File: config.mk
export PLATFORM = sky130hd
export DESIGN_NAME = mem_port_arbiter
export DESIGN_NICKNAME = d
export VERILOG_FILES = /design/src/rtl/mem_arb_pkg.sv /design/src/rtl/mem_port_arbiter_rr_pick.sv /design/src/rtl/mem_port_arbiter.sv
export SDC_FILE = /design/constraint.sdc
export NUM_CORES = 1
export LEC_CHECK = 0
export ABC_AREA = 1
export CAP_MARGIN = 30
export CORE_MARGIN = 3
export CORE_UTILIZATION = 41
export CTS_BUF_LIST = sky130_fd_sc_hd__clkbuf_16
export DETAILED_ROUTE_END_ITERATION = 12
export PLACE_DENSITY = 0.84
export SYNTH_ARGS = -nofsm -noshare
export SYNTH_HDL_FRONTEND = slang
export SYNTH_SLANG_ARGS = --single-unit
File: constraint.sdc
create_clock -name i_clk -period 10.15 [get_ports i_clk]
set_clock_uncertainty 0.1 [all_clocks]
set_input_delay 2.03 -clock i_clk [delete_from_list [all_inputs] [get_ports i_clk]]
set_output_delay 2.03 -clock i_clk [all_outputs]
set_load 0.01 [all_outputs]
File: src/rtl/mem_arb_pkg.sv
// Shared types for the two-port memory arbiter: default requester count,
// requester index and the per-port read tag.
package mem_arb_pkg;

   localparam int NREQ_DEF = 4;
   localparam int NREQ_MAX = 8;

   // Index is sized for the largest legal requester count so any NREQ fits.
   typedef logic [$clog2(NREQ_MAX)-1:0] req_idx_t;

   typedef struct packed {
      logic     valid;
      req_idx_t idx;
   } rd_tag_t;

   function automatic req_idx_t wrap_inc(input req_idx_t i, input int n);
      return (int'(i) + 1 >= n) ? '0 : req_idx_t'(int'(i) + 1);
   endfunction

endpackage

File: src/rtl/mem_port_arbiter_rr_pick.sv
// Combinational round-robin search: first set request at or after the
// pointer, wrapping modulo N.
module rr_pick
   import mem_arb_pkg::*;
#(
   parameter int N = NREQ_DEF
) (
   input  logic [N-1:0] i_req,
   input  req_idx_t     i_ptr,
   output logic         o_found,
   output req_idx_t     o_idx
);

   logic [N-1:0] w_rot;
   int           w_pos;
   int           w_sum;

   always_comb begin
      // NOTE: every combinational output gets a default first so no path infers a latch.
      w_pos   = 0;
      w_sum   = 0;
      w_rot   = N'({i_req, i_req} >> i_ptr);
      o_found = |i_req;
      for (int j = N - 1; j >= 0; j--) begin
         if (w_rot[j]) w_pos = j;
      end
      w_sum = int'(i_ptr) + w_pos;
      if (w_sum >= N) w_sum = w_sum - N;
      o_idx = req_idx_t'(w_sum);
   end

endmodule

File: src/rtl/mem_port_arbiter.sv
// Arbitrates NREQ requesters onto two memory ports with round-robin fairness,
// same-address write conflict blocking and registered read-return tags.
module mem_port_arbiter
   import mem_arb_pkg::*;
#(
   parameter int WIDTH = 8,
   parameter int ADDR  = 3,
   parameter int NREQ  = NREQ_DEF
) (
   input  logic                  i_clk,
   input  logic                  i_rst,
   input  logic [NREQ-1:0]       i_req,
   input  logic [NREQ-1:0]       i_we,
   input  logic [NREQ*ADDR-1:0]  i_addr,
   input  logic [NREQ*WIDTH-1:0] i_din,
   output logic [NREQ-1:0]       o_gnt,
   output logic [NREQ-1:0]       o_rvalid,
   output logic [NREQ*WIDTH-1:0] o_rdata,
   output logic                  o_en_a,
   output logic                  o_we_a,
   output logic [ADDR-1:0]       o_addr_a,
   output logic [WIDTH-1:0]      o_din_a,
   input  logic [WIDTH-1:0]      i_dout_a,
   output logic                  o_en_b,
   output logic                  o_we_b,
   output logic [ADDR-1:0]       o_addr_b,
   output logic [WIDTH-1:0]      o_din_b,
   input  logic [WIDTH-1:0]      i_dout_b
);

   req_idx_t         r_rr_ptr;
   rd_tag_t          r_tag_a, r_tag_b;

   logic             w_found_a, w_found_b;
   req_idx_t         w_idx_a, w_idx_b, w_ptr_b;
   logic [NREQ-1:0]  w_oh_a, w_oh_b, w_req_b;
   logic             w_we_a, w_we_b, w_conflict, w_gnt_a, w_gnt_b;
   logic [ADDR-1:0]  w_addr_a, w_addr_b;
   logic [WIDTH-1:0] w_din_a, w_din_b;

   rr_pick #(.N(NREQ)) u_pick_a (
      .i_req   (i_req),
      .i_ptr   (r_rr_ptr),
      .o_found (w_found_a),
      .o_idx   (w_idx_a)
   );

   // Port B never sees the port A winner and starts searching just past it.
   assign w_oh_a  = NREQ'(1) << w_idx_a;
   assign w_oh_b  = NREQ'(1) << w_idx_b;
   assign w_ptr_b = wrap_inc(w_idx_a, NREQ);
   assign w_req_b = w_found_a ? (i_req & ~w_oh_a) : '0;

   rr_pick #(.N(NREQ)) u_pick_b (
      .i_req   (w_req_b),
      .i_ptr   (w_ptr_b),
      .o_found (w_found_b),
      .o_idx   (w_idx_b)
   );

   always_comb begin
      w_we_a   = 1'b0;
      w_addr_a = '0;
      w_din_a  = '0;
      w_we_b   = 1'b0;
      w_addr_b = '0;
      w_din_b  = '0;
      for (int k = 0; k < NREQ; k++) begin
         if (w_idx_a == req_idx_t'(k)) begin
            w_we_a   = i_we[k];
            w_addr_a = i_addr[k*ADDR +: ADDR];
            w_din_a  = i_din[k*WIDTH +: WIDTH];
         end
         if (w_idx_b == req_idx_t'(k)) begin
            w_we_b   = i_we[k];
            w_addr_b = i_addr[k*ADDR +: ADDR];
            w_din_b  = i_din[k*WIDTH +: WIDTH];
         end
      end
   end

   // Same address with any write would make the result order-dependent; B yields.
   assign w_conflict = w_found_b && (w_addr_a == w_addr_b) && (w_we_a || w_we_b);
   assign w_gnt_a    = w_found_a && !i_rst;
   assign w_gnt_b    = w_found_b && !w_conflict && !i_rst;

   assign o_gnt    = (w_gnt_a ? w_oh_a : '0) | (w_gnt_b ? w_oh_b : '0);
   assign o_en_a   = w_gnt_a;
   assign o_we_a   = w_gnt_a && w_we_a;
   assign o_addr_a = w_gnt_a ? w_addr_a : '0;
   assign o_din_a  = w_gnt_a ? w_din_a : '0;
   assign o_en_b   = w_gnt_b;
   assign o_we_b   = w_gnt_b && w_we_b;
   assign o_addr_b = w_gnt_b ? w_addr_b : '0;
   assign o_din_b  = w_gnt_b ? w_din_b : '0;

   always_ff @(posedge i_clk) begin
      // NOTE: non-blocking assignments so every register samples pre-edge values.
      if (i_rst) begin
         r_rr_ptr <= '0;
         r_tag_a  <= '0;
         r_tag_b  <= '0;
      end else begin
         if (w_gnt_b)      r_rr_ptr <= wrap_inc(w_idx_b, NREQ);
         else if (w_gnt_a) r_rr_ptr <= wrap_inc(w_idx_a, NREQ);
         r_tag_a.valid <= w_gnt_a && !w_we_a;
         r_tag_a.idx   <= w_idx_a;
         r_tag_b.valid <= w_gnt_b && !w_we_b;
         r_tag_b.idx   <= w_idx_b;
      end
   end

   // Read data is never stored here; the tag steers the memory's registered output.
   always_comb begin
      o_rvalid = '0;
      o_rdata  = '0;
      if (!i_rst) begin
         for (int k = 0; k < NREQ; k++) begin
            if (r_tag_a.valid && r_tag_a.idx == req_idx_t'(k)) begin
               o_rvalid[k]                = 1'b1;
               o_rdata[k*WIDTH +: WIDTH]  = i_dout_a;
            end else if (r_tag_b.valid && r_tag_b.idx == req_idx_t'(k)) begin
               o_rvalid[k]                = 1'b1;
               o_rdata[k*WIDTH +: WIDTH]  = i_dout_b;
            end
         end
      end
   end

endmodule

* Word-level counts from Yosys, hierarchy flattened *
Cells that the tools add are included.

cells by class
  add/sub/neg operators = 6
  magnitude comparators = 4
  equal/unequal tests = 13
  shift-type cells = 4
  multiplexer cells = 63
  bitwise logic cells = 3
  reduce and logical (&&, ||, !) cells = 29

operators by type and width
  cell                 number
  $mux 8               18
  $ge 32x4->1 const B  2
  $mux 3               16
  $mux 32              1
  $eq 3x2->1 const B   8
  $logic_and 1x1->1    17
  $mux 1               16
  $mux 2               8
  $mux 4               4
  $shr 8x3->4          2
  $eq 3x1->1 const B   4
  $logic_not 3->1      4
  $add 3x1->4 const B  2
  $add 3x2->4          2
  $ge 4x3->1 const B   2
  $reduce_or 4->1      2
  $shl 1x3->4 const A  2
  $sub 3x3->3 const B  2
  $and 4x4->4          1
  $logic_not 1->1      4
  $not 4->4            1
  $or 4x4->4           1
  $eq 3x3->1           1
  $reduce_bool 2->1    1
  $logic_or 1x1->1     1

storage, ports and cells
  flip-flop bits (word level) = 11
  input bits = 70
  output and inout bits = 66
  word-level logic and storage cells = 127

* Longest topological paths before layout *
  depth in word-level cells = 33
  mapped depth = 42
  depth with buffers taken out = 41

* By module *
From an unflattened synthesis, not the netlist that was laid out.

unflattened totals
  cells, all modules = 481
  area, all modules = 2667.6 um2

by module, submodules not included
  module            instances  cells an instance  area an instance (um2)  sequential area each (um2)
  mem_port_arbiter  1          391                2214.6                  220.2
  rr_pick           2          45                 226.5                   0.0

* Worst setup path after synthesis *
No wires, ideal clock.

  kind = input -> output
  start = in i_req[3]
  end = out o_addr_b[0]
  data arrival time = 6.836 ns
  required time = 8.020 ns
  setup slack = 1.184 ns
  cell stages on the path = 36
  buffers on the path = 2
  cells stage by stage = inv_1 -> nand2_1 -> o21ai_0 -> or2_2 -> o21ai_0 -> inv_1 -> a21oi_1 -> nor2_1 -> ha_1 -> fa_1 -> ha_1 -> ha_1 -> nand2_1 -> inv_1 -> o21ai_0 -> nand2_1 -> o21ai_1 -> inv_1 -> a21oi_1 -> nor2_1 -> ha_1 -> inv_1 -> fa_1 -> inv_1 -> ha_1 -> buf_2 -> inv_2 -> or2_1 -> nand2_1 -> nand3_1 -> nand2_1 -> nor2_1 -> nand2_2 -> nand2_4 -> buf_8 -> nor2_1

between the ends
  word-level cells in the longest chain between the ends = 32
  elaborated cells between the ends (all ways) = 59
  those cells by class = 5 x add/sub; 3 x order compare; 7 x eq/ne; 3 x shift; 29 x mux; 2 x bitwise; 10 x reduce/logical

ends and longest elaborated chain
  what                                                 RTL line                        source
  from (decl)                                          mem_port_arbiter.sv:12          input logic [NREQ-1:0] i_req,
  $shr 8x3->4 *                                        mem_port_arbiter_rr_pick.sv:22  w_rot = N'({i_req, i_req} >> i_ptr);
  $mux 2 (3 in series)                                 mem_port_arbiter_rr_pick.sv:25  if (w_rot[j]) w_pos = j;
  $mux 2 *                                             mem_port_arbiter_rr_pick.sv:25
  $add 3x2->4 *                                        mem_port_arbiter_rr_pick.sv:27  w_sum = int'(i_ptr) + w_pos;
  $ge 4x3->1 / $sub 3x3->3 (equally long branches)     mem_port_arbiter_rr_pick.sv:28  if (w_sum >= N) w_sum = w_sum - N;
  $mux 3 *                                             mem_port_arbiter_rr_pick.sv:28
  net u_pick_a.o_idx[1]                                mem_port_arbiter_rr_pick.sv:11  output req_idx_t o_idx
  branches (longest 9 deep; another with $ge 32x4->1)  --
  (+3 left out)                                        --
  net u_pick_b.o_idx[1]                                mem_port_arbiter_rr_pick.sv:11
  $logic_not 3->1                                      mem_port_arbiter.sv:74          if (w_idx_b == req_idx_t'(k)) begin
  $mux 3 (4 in series)                                 mem_port_arbiter.sv:74
  $eq 3x3->1                                           mem_port_arbiter.sv:83          assign w_conflict = w_found_b && (w_addr_a == w_addr_b) && (w_we_a || w_we_b);
  $logic_and 1x1->1 (2 in series)                      mem_port_arbiter.sv:83
  $logic_not 1->1                                      mem_port_arbiter.sv:85          assign w_gnt_b = w_found_b && !w_conflict && !i_rst;
  $logic_and 1x1->1 (2 in series)                      mem_port_arbiter.sv:85
  $mux 3 *                                             mem_port_arbiter.sv:94          assign o_addr_b = w_gnt_b ? w_addr_b : '0;
  to (decl)                                            mem_port_arbiter.sv:26          output logic [ADDR-1:0] o_addr_b,

Mark *: on every way through the listed nets, which the timed path passes.

* Worst setup path after layout *
  start = in i_req[3]
  end = out o_din_b[1]

between the ends
  word-level cells in the longest chain between the ends = 32
  elaborated cells between the ends (all ways) = 63
  those cells by class = 5 x add/sub; 3 x order compare; 7 x eq/ne; 3 x shift; 33 x mux; 2 x bitwise; 10 x reduce/logical

ends and longest elaborated chain
  what                                                  RTL line                        source
  $shr 8x3->4 *                                         mem_port_arbiter_rr_pick.sv:22
  $mux 2 (3 in series)                                  mem_port_arbiter_rr_pick.sv:25
  $mux 2 *                                              mem_port_arbiter_rr_pick.sv:25
  $add 3x2->4 *                                         mem_port_arbiter_rr_pick.sv:27
  $ge 4x3->1 / $sub 3x3->3 (equally long branches)      mem_port_arbiter_rr_pick.sv:28
  $mux 3 *                                              mem_port_arbiter_rr_pick.sv:28
  net u_pick_a.o_idx[1]                                 mem_port_arbiter_rr_pick.sv:11
  branches (longest 23 deep; another with $ge 32x4->1)  --
  $mux 8 *                                              mem_port_arbiter.sv:95          assign o_din_b = w_gnt_b ? w_din_b : '0;
  to (decl)                                             mem_port_arbiter.sv:27          output logic [WIDTH-1:0] o_din_b,

Marked as above.

==> summary.md <==
| Metric | Value |
|---|---|
| Cell family with most CP delay | adder cells |
| Placer Congestion | 0.957 |
| Routed vias | 3,778 |
| Port-buffer cells | between 100 and 150 |
| Clk sinks | 11 |
| Vias per std cell | 5.39 |
| Min Clock Period, post-route | between 9 and 10 ns |
| Worst R2R Start | r_rr_ptr[0] |
| Core Box Area | 5960 sq um |
| Largest net degree at the start of global routing | 23 |
| Share of the synthesized area in the top cell type | 0.130 |
| Fin worst setup slack | roughly 0.3 ns |
| Area Growth Syn to Fin | 70.4% |
| Max Slew Vio Count | 0 |
| Min-delay src | r_rr_ptr[2] |
| DRT Pass-1 Iters | 5 |
| Max Cap Viol | 0 |
| Global-route wire length before repair | 16.0 mm |
| GR Overflow Total | 0 |
| Initial antenna violation count | 0 |
| Final ANT Viol Nets | 0 |
| Clk buf depth | 2 |
| Die ar. | 7170 sq um |
| Largest cells by area after synthesis | nand2_1 13%, nor2_1 11%, inv_1 10% |
| Htree depth | 1 |
| Synth Area per Inst | 5.36 sq um |
| Critical path class | in -> out |
| Yosys warns | 0 |
| Clock slew at reported path FFs | approximately 0.04 ns |
| Cell count after synthesis | roughly 470 |
| CP max stage delay | about 0.5 ns |
| Total CTS buffers | 3 |
| Cell taking the most area after synthesis | nand2_1 |
| Share of layout cells above drive strength 1 | 0.142 |
| CTS root buf | clkbuf_16 |
| Worst Hold Endpoint | r_rr_ptr[2] |
| Setup violators final | 0 |
| Status | finished clean |
| #FFs+latches synth | 11 |
| Footprint of the multi-input gates | 2030 sq um |
| Most frequent cells in the layout | 118 x clkdlybuf4s50_1, 87 x nand2_1, 73 x nor2_1 |
| CP max stage cell | fa_2 |
| Highest clock rate | 102 MHz |
| WP data required | 8.02 ns |
| Most common cell after layout, fill and taps aside | clkdlybuf4s50_1 |
| CP Launch Type | input port |
| DRC viols | 0 |
| Worst r2r dst | r_rr_ptr[0] |
| Total GRT Usage | 0.262 |
| R2r worst-path depth | 33 |
| CP Buf/Inv Count | 9 |
| Post-route setup TNS | 0 ns |
| Crit Path Max Fanout | 9 |
| Slew headroom | 0.474 |
| HP Class | reg -> reg |
| R2R setup slack | 4.29 ns |
| Final Hold Viols | 0 |
| WHS | roughly 0.44 ns |
| Worst hold path depth | 2 |
| Clock latency on the worst-skew pair | 0.23 ns |
| Post-synth net total | 557 |
| Worst EP arrival | 7.72 ns |
| Sequential element share of the synthesized area | 0.0868 |
| Synth Cell Area | 2540 sq um |
| Diodes inserted | 0 |
| Worst slack, placed | -0.251 ns |
| FP Rows | 28 |
| Die height | 84.7 um |
| Wirelength per Cell | ~14 um |
| Vias in the first global route | ~3,500 |
| Dpl hpwl | 7.89 mm |
| Setup crit end kind | output port |
| Crit share post-route | 0.970 |
| Initial Util | 0.426 |
| Worst-margin pin slew | just under 0.8 ns |
| CTS Hold Bufs | 0 |
| Drt total wl | 10.1 mm |
| Initial DRC count | 233 |
| Register area | 220 sq um |
| Netlist cell types | 32 |
| Fill count | about 500 |
| TritonCTS clock tree | done |
| Top Ports | roughly 140 |
| Final net count | 711 |
| Die width | 84.7 um |
## worst max path at each step
stage,cells after the start,to,start
6_report,36,o_din_b[1],i_req[3]
5_1_grt,38,o_gnt[3],i_req[3]
4_1_cts,38,o_din_b[6],i_req[3]
3_5_place_dp,37,o_din_b[3],i_req[3]
3_3_place_gp,36,o_gnt[2],i_req[3]
2_1_floorplan,36,o_addr_b[0],i_req[3]
## per-layer routing
layer  track usage  vias to the layer above  part of all wire  wire [um]
met4        0.0446                        0             0.012        121
met2         0.503                      190              0.51       5150
li1              -                     1873                 -          -
met3        0.0314                       15             0.072        728
met5             0                        -                 0          0
met1         0.312                     1700              0.41       4130
## cell usage after synthesis
cell type and number:
a21oi_1 42, a31oi_2 1, inv_1 69, buf_6 1, nand3b_1 1, nor3_2 1
o21ai_1 12, buf_8 1, nand2_4 3, or2_2 2, a21oi_2 5, a22oi_2 1
ha_1 12, buf_1 1, fa_1 2, nor3_1 13, o22ai_1 3, o21ai_0 21
nor4_1 4, nand4_1 1, nor2_1 74, or2_1 1, nand2_2 3, buf_2 8
nand3_1 33, clkbuf_1 10, a211oi_1 33, nand2_1 88, dfxtp_1 11, a22oi_1 8
inv_2 7, conb_1 1
## cells by family (layout without fill, tap and decap cells)
family	after synthesis	after routing	share of synthesized area
AND/OR/NAND/NOR	224	224	0.378
AO/OA/AOI/OAI	126	126	0.304
buffers and inverters	97	250	0.155
adder cells (fa/ha/maj)	14	14	0.0750
flip-flops	11	11	0.0868
other	1	1	0.00148
## what timing repair did
action | in CTS | in global routing
setup endpoints to repair | 17 | 17
resized for setup | 15 | 48
pin swaps | 0 | 8
buffers inserted | 2 | 10
## worst register-to-register path, delay by kind of cell, from the launching register on
kind	cells	cell delay (ns)
adders and majority gates	7	2.03
buffers and inverters	7	0.83
and+or+nand+nor	11	1.33
DFF	1	0.54
AOI/OAI and AO/OA	8	0.96
## sequential cells by signal (all words and copies together) (netlist names)
| signal | flops |
|---|---|
| r_rr_ptr | 3 |
| r_tag_b | 4 |
| r_tag_a | 4 |
## stage by stage
| stage | utilization | instances | area, sq um |
|---|---|---|---|
| 2_1_floorplan | - | 473 | 2540 |
| 3_3_place_gp | 0.679 | 685 | 4050 |
| 3_5_place_dp | 0.679 | 685 | 4050 |
| 4_1_cts | 0.700 | 691 | 4170 |
| 5_1_grt | 0.726 | 701 | 4320 |
| 6_report | 0.726 | 701 | 4320 |
## cell type report
type / count / area share
multi-input cells: 365 / 0.469
clock buffers: 3 / 0.0174
well taps: 75 / 0.0217
flip-flops and latches: 11 / 0.0509
inverters: 76 / 0.0660
repair buffers: 170 / 0.374
clock inverters: 1 / 0.000868
Power is not shown: default switching activity piles up to over one toggle a cycle in this logic, so the estimate is an artifact.
